### config.mk
export PLATFORM = sky130hd
export DESIGN_NAME = mul_div_unit
export DESIGN_NICKNAME = d
export VERILOG_FILES = /design/src/rtl/mul_div_unit.sv
export SDC_FILE = /design/constraint.sdc
export NUM_CORES = 1
export LEC_CHECK = 0
export CAP_MARGIN = 20
export CORE_UTILIZATION = 48
export CTS_BUF_LIST = sky130_fd_sc_hd__clkbuf_8 sky130_fd_sc_hd__clkbuf_16
export DETAILED_ROUTE_END_ITERATION = 8
export GPL_TIMING_DRIVEN = 0
export PLACE_DENSITY = 0.72
export RECOVER_POWER = 25
export SLEW_MARGIN = 20
export SYNTH_ARGS = -nofsm -noshare
export SYNTH_HDL_FRONTEND = slang
export SYNTH_SLANG_ARGS = --single-unit
export TNS_END_PERCENT = 5
### constraint.sdc
create_clock -name clk -period 5.85 [get_ports clk]
set_input_delay 0.585 -clock clk [delete_from_list [all_inputs] [get_ports clk]]
set_output_delay 0.585 -clock clk [all_outputs]
set_load 0.1 [all_outputs]
### src/rtl/mul_div_unit.sv
// rtl/mul_div_unit.sv - iterative MIPS MULT/MULTU/DIV/DIVU unit with HI/LO; divider built only when MD_DIV_EN is defined
module mul_div_unit #(
    parameter int WIDTH = 32
) (
    input  logic             clk,
    input  logic             reset,
    input  logic             start,
    input  logic [1:0]       op,
    input  logic [WIDTH-1:0] in1,
    input  logic [WIDTH-1:0] in2,
    input  logic             hi_we,
    input  logic             lo_we,
    input  logic [WIDTH-1:0] wdata,
    output logic             busy,
    output logic             done,
    output logic [WIDTH-1:0] hi,
    output logic [WIDTH-1:0] lo
);

    localparam int CW = $clog2(WIDTH);
    localparam logic [CW-1:0] LAST = CW'(WIDTH - 1);

    typedef enum logic [1:0] {IDLE, CALC, FIX} state_t;

    state_t             state, state_next;
    logic [CW-1:0]      count;
    logic [2*WIDTH-1:0] acc;
    logic [WIDTH-1:0]   mreg;
    logic               neg_res;
    logic               is_signed;
    logic               accept;
    logic [WIDTH-1:0]   mag1, mag2;
    logic [WIDTH:0]     mul_sum;
    logic [2*WIDTH-1:0] prod_fix;

    assign is_signed = ~op[0];
    assign mag1      = (is_signed && in1[WIDTH-1]) ? -in1 : in1;
    assign mag2      = (is_signed && in2[WIDTH-1]) ? -in2 : in2;
    // Shift-add step: add multiplicand to the upper half, keep the carry, shift right.
    assign mul_sum   = {1'b0, acc[2*WIDTH-1:WIDTH]} + {1'b0, (acc[0] ? mreg : {WIDTH{1'b0}})};
    assign prod_fix  = neg_res ? -acc : acc;
    assign busy      = (state != IDLE);

`ifdef MD_DIV_EN
    logic             is_div;
    logic             div0;
    logic             neg_rem;
    logic [WIDTH:0]   rem;
    logic [WIDTH:0]   rem_shift;
    logic [WIDTH+1:0] trial;

    assign accept    = (state == IDLE) && start;
    assign rem_shift = {rem[WIDTH-1:0], acc[WIDTH-1]};
    // Trial subtraction one bit wider than the remainder so the MSB is the borrow.
    assign trial     = {rem, acc[WIDTH-1]} - {2'b00, mreg};
`else
    assign accept    = (state == IDLE) && start && !op[1];
`endif

    always_ff @(posedge clk or negedge reset) begin
        if (!reset) state <= IDLE;
        else        state <= state_next;
    end

    always_comb begin
        state_next = state;
        case (state)
            IDLE:    if (accept) state_next = CALC;
            CALC:    if (count == LAST) state_next = FIX;
            FIX:     state_next = IDLE;
            default: state_next = IDLE;
        endcase
    end

    always_ff @(posedge clk or negedge reset) begin
        if (!reset) begin
            count   <= '0;
            acc     <= '0;
            mreg    <= '0;
            neg_res <= 1'b0;
            hi      <= '0;
            lo      <= '0;
            done    <= 1'b0;
`ifdef MD_DIV_EN
            is_div  <= 1'b0;
            div0    <= 1'b0;
            neg_rem <= 1'b0;
            rem     <= '0;
`endif
        end else begin
            done <= (state == FIX);
            case (state)
                IDLE: begin
                    if (hi_we) hi <= wdata;
                    if (lo_we) lo <= wdata;
                    if (accept) begin
                        count   <= '0;
                        neg_res <= is_signed && (in1[WIDTH-1] ^ in2[WIDTH-1]);
`ifdef MD_DIV_EN
                        neg_rem <= is_signed && in1[WIDTH-1];
                        is_div  <= op[1];
                        div0    <= (in2 == '0);
                        rem     <= '0;
                        if (op[1]) begin
                            mreg <= mag2;
                            acc  <= {{WIDTH{1'b0}}, mag1};
                        end else
`endif
                        begin
                            mreg <= mag1;
                            acc  <= {{WIDTH{1'b0}}, mag2};
                        end
                    end
                end
                CALC: begin
                    count <= count + 1'b1;
`ifdef MD_DIV_EN
                    if (is_div) begin
                        acc <= {acc[2*WIDTH-1:WIDTH], acc[WIDTH-2:0], ~trial[WIDTH+1]};
                        rem <= trial[WIDTH+1] ? rem_shift : trial[WIDTH:0];
                    end else
`endif
                    begin
                        acc <= {mul_sum, acc[WIDTH-1:1]};
                    end
                end
                FIX: begin
`ifdef MD_DIV_EN
                    // Divide by zero leaves rem = |in1|; restoring its sign gives back in1.
                    if (is_div) begin
                        lo <= div0 ? {WIDTH{1'b1}}
                                   : (neg_res ? -acc[WIDTH-1:0] : acc[WIDTH-1:0]);
                        hi <= neg_rem ? -rem[WIDTH-1:0] : rem[WIDTH-1:0];
                    end else
`endif
                    begin
                        hi <= prod_fix[2*WIDTH-1:WIDTH];
                        lo <= prod_fix[WIDTH-1:0];
                    end
                end
                default: ;
            endcase
        end
    end

endmodule

==> impl_metrics.yaml <==
finish:
  area_delta_synth_final_pct: 23.62
  fin_cells: 1867
  post_route_cells_drive_above_1_share: 0.03218
  finish.instance_area_um2: 14030
  final_net_count: 1682
  antennaDiodeCount: 0
  n_fill_cell: 2110
yosys:
  synthCells: 1353
  yosys_register_bits: 169
  postSynth.asyncResetShare: 1.000
  syn-num-nets: 1494
  synth.yosys.warnings: 0
  synth_ff_type: "dfrtp_1"
  yosys.area_share.adder: 0.04255
  synth_compound_gate_area_share: 0.2425
  postSynthAreaPerCell_um2: 8.389
  share_of_synthesized_area_occupied_by_flip_flops_and_latches: 0.3726
  synth.area.mux_share: 0.007937
  synth-simple-area-share: 0.2036
  synth_edf_count: 0
  post_synth_num_cell_types: 70
  main_combinational_cell_family_by_area_after_synthesis: "compound AO/OA/AOI/OAI gates"
  synth.cell_area_um2: 11350
  synth-xor-area-share: 0.09568
drt:
  wl_per_cell_um: 21.30
  routed_wl_um: 39760
  detailroute.wirelength.met2_um: 17400
  post_drt_via_cell_ratio: 6.127
  wl_met1_um: 17510
  detail-route-antenna-nets: 0
  top_signal_layer_used: "met4"
  number_of_drc_markers_in_iteration_0: 974
  via_count: 11440
  drt_pre_antenna_iters: 7
  met3RoutedLength_um: 3333
  remaining_drc_errors: 0
clock_tree:
  cts_post_setup_buffers_inserted: 0
  numCtsBuffers: 17
  clk_latency_ns: 0.44
  worst_setup_hold_path_clk_slew_ns: 0.07
  clock_tree_from_tritoncts: "done"
  postCtsHoldBufs: 0
  clock_tree.buffer_depth: 2
  htree_num_levels: 4
  post_cts_resized: 0
  ctsRootBufferMaster: "clkbuf_16"
  cts.sinks: 169
power_and_ir_drop:
  switching_share: 0.5440
  power.ir.vdd_worst_uv: 359.9
  internal_power_uw: 3832
  power.density_cell_area_nw_per_um2: 598.8
  seqPwrFrac: 0.283
  switching_power_uw: 4571
  p_leak_uw: 0.005706
  power.share.combinational: 0.579
  power.clock.fraction: 0.137
worst_hold_path:
  holdPathEnd: "mreg[27]"
  min_path_cells: 2
  min-delay-start: "mreg[27]"
  worst_hold_path_type: "flip-flop to flip-flop"
timing:
  final_critical_path_share_of_the_clock_period: 0.7068
  max_slew.worst_pin.slew_ns: 4.093
  timing.final.max_slew_violations: 72
  grt_setup_unrepaired: "no"
  fmaxAchievable_ghz: 0.2419
  final_critical_path_time_including_i_o_delays_and_setup_ns: 4.135
  setup_viol: 0
  timing.max_slew.rel_slack: -1.729
  hold_viol_final: 0
  final.setup_skew_ns: 0.01428
  fin_setup_tns_ns: 0
place:
  place.detailed.instances: 1835
  port-buffer-count: 168
  place.gp.congestion: 0.9464
  post_dp_cell_area_um2: 13460
  hpwl_um: 31350
floorplanning:
  fp.dieArea_um2: 24270
  boundaryPins: 169
  floorplan.die.width_um: 155.8
  initial_core_util: 0.4953
  die_y_um: 155.8
  design.core.area_um2: 22920
  fp-row-count: 55
global_routing:
  grt_pass1_wl_um: 60960
  first_global_vias: 10660
  antenna_found_initial: 0
  global_route.overflow_total: 0
  maximum_number_of_pins_on_one_net_before_global_route_repair: 99
  gr-usage-all-layers: 0.3327
critical_path:
  cp_data_required_time_ns: 6.17
  rrSetupSlack_ns: 1.72
  critical_path_arrival_ns: 4.46
  critical_path_peak_fanout: 10
  ff2ff_path_depth: 12
  crit_type: "flip-flop to flip-flop"
  reg2reg_from: "acc[0]"
  timing.critical_path.to_type: "flip-flop"
  worst_setup_path_start_kind: "flip-flop"
  crit-reg2reg-capture: "acc[62]"
outcome:
  failed_checks: "capacitance limit, slew limit"
  result_of_the_run: "complete, but fails checks"
job:
  drv.max_cap_violation_count: 1
==> cells in the final DEF, fill, tap and decap left out, types with 5 or more instances in the layout <==
cell / count
a211o_1: 6
a21o_1: 12
a21oi_1: 76
a222oi_1: 5
a22oi_1: 38
a31oi_1: 21
and2_1: 34
and3_1: 10
buf_1: 10
clkbuf_1: 74
clkbuf_16: 17
clkdlybuf4s50_1: 167
dfrtp_1: 169
ha_1: 37
inv_1: 22
mux2i_1: 9
nand2_1: 183
nand2b_1: 10
nand3_1: 29
nand4_1: 17
nor2_1: 78
nor2b_1: 7
nor3_1: 39
nor4_1: 11
o211ai_1: 5
o21a_1: 8
o21ai_0: 161
o21bai_1: 7
o221ai_1: 16
o22ai_1: 13
o31ai_1: 29
o41ai_1: 11
or3_1: 20
or4_1: 7
xnor2_1: 55
xor2_1: 69
==> layout make-up <==
| cell class | count | area [um2] | area share |
|---|---|---|---|
| multi-input combinational | 1078 | 6723 | 0.4791 |
| sequential | 169 | 4229 | 0.3014 |
| timing repair buffer | 169 | 1703 | 0.1214 |
| clock buffer | 18 | 439.2 | 0.03130 |
| tap | 313 | 391.6 | 0.02791 |
| buffer | 84 | 316.6 | 0.02256 |
| clock inverter | 14 | 147.6 | 0.01052 |
| inverter | 22 | 82.58 | 0.005885 |
==> registers in the layout (all words and copies together) (netlist names) <==
| register | flops |
|---|---|
| count | 5 |
| neg_res | 1 |
| lo | 32 |
| acc | 64 |
| state | 2 |
| mreg | 32 |
| hi | 32 |
| done | 1 |
==> layer usage <==
metal  GRT usage  vias to the layer above
li1            -                     5323
met1      0.4671                     5439
met2      0.5074                      600
met3     0.05083                       78
met4      0.1461                        0
met5           0                        -
==> power by group through the flow <==
| stage | registers [uW] | clock network, uW | logic, uW |
|---|---|---|---|
| after floorplan | 3580 | 0 | 2120 |
| after global placement | 2360 | 0 | 4750 |
| after detailed placement | 2370 | 0 | 4810 |
| after CTS | 2350 | 1150 | 4830 |
| after global routing | 2440 | 1210 | 5210 |
| final | 2380 | 1160 | 4870 |
==> cells by family after synthesis <==
family | Yosys count
simple gates | 470
compound gates | 437
flops | 169
xor+xnor | 124
buf+inv | 106
fa+ha+maj | 38
mux | 9
==> metrics by stage <==
step / power, uW / hold WS [ns] / worst slack, ns / utilization
detailed placement: 7183 / 0.4626 / 1.814 / 0.5872
floorplan: 5701 / 0.2894 / 2.928 / -
global route: 8852 / 0.4966 / 1.228 / 0.6123
CTS: 8332 / 0.1277 / 1.763 / 0.6128
finish: 8403 / 0.4705 / 1.715 / 0.6123
global placement: 7105 / 0.4555 / -2.888 / 0.5858
==> critical path, cell delays in order, from the launching register on <==
cell       delay [ns]
dfrtp_1          0.33
clkbuf_1         0.52
clkbuf_1         0.36
nand2_1          0.21
inv_1            0.10
ha_1             0.14
a21oi_1          0.06
nand4b_1         0.29
a211oi_1         0.49
o21ai_0          0.38
a2111oi_0        0.68
o21ai_0          0.18
a32o_1           0.28
==> synth_stat cells, types with 13 or more instances <==
library cell / instances / area (um2)
nand3_1: 29 / 145.1
o22ai_1: 13 / 81.33
a22oi_1: 38 / 285.3
a31oi_1: 21 / 131.4
o21ai_0: 161 / 805.8
nor3_1: 39 / 195.2
nor2_1: 78 / 292.8
and2_1: 34 / 212.7
inv_1: 21 / 78.83
a21oi_1: 76 / 380.4
xnor2_1: 55 / 481.7
o221ai_1: 16 / 140.1
ha_1: 37 / 462.9
nand2_1: 183 / 686.9
dfrtp_1: 169 / 4229
clkbuf_1: 73 / 274.0
o31ai_1: 29 / 217.7
or3_1: 20 / 125.1
nand4_1: 17 / 106.4
xor2_1: 69 / 604.3
==> how the worst max path moves through the flow <==
stage / slack (ns) / from / depth (start not counted) / endpoint
floorplan: 2.93 / acc[0] / 12 / acc[58]
global placement: -2.89 / reset / 1 / acc[9]
detailed placement: 1.81 / acc[0] / 12 / acc[62]
CTS: 1.76 / acc[0] / 12 / acc[62]
global route: 1.23 / reset / 1 / acc[35]
finish: 1.72 / acc[0] / 12 / acc[62]
(Power assumes the default switching activity.)
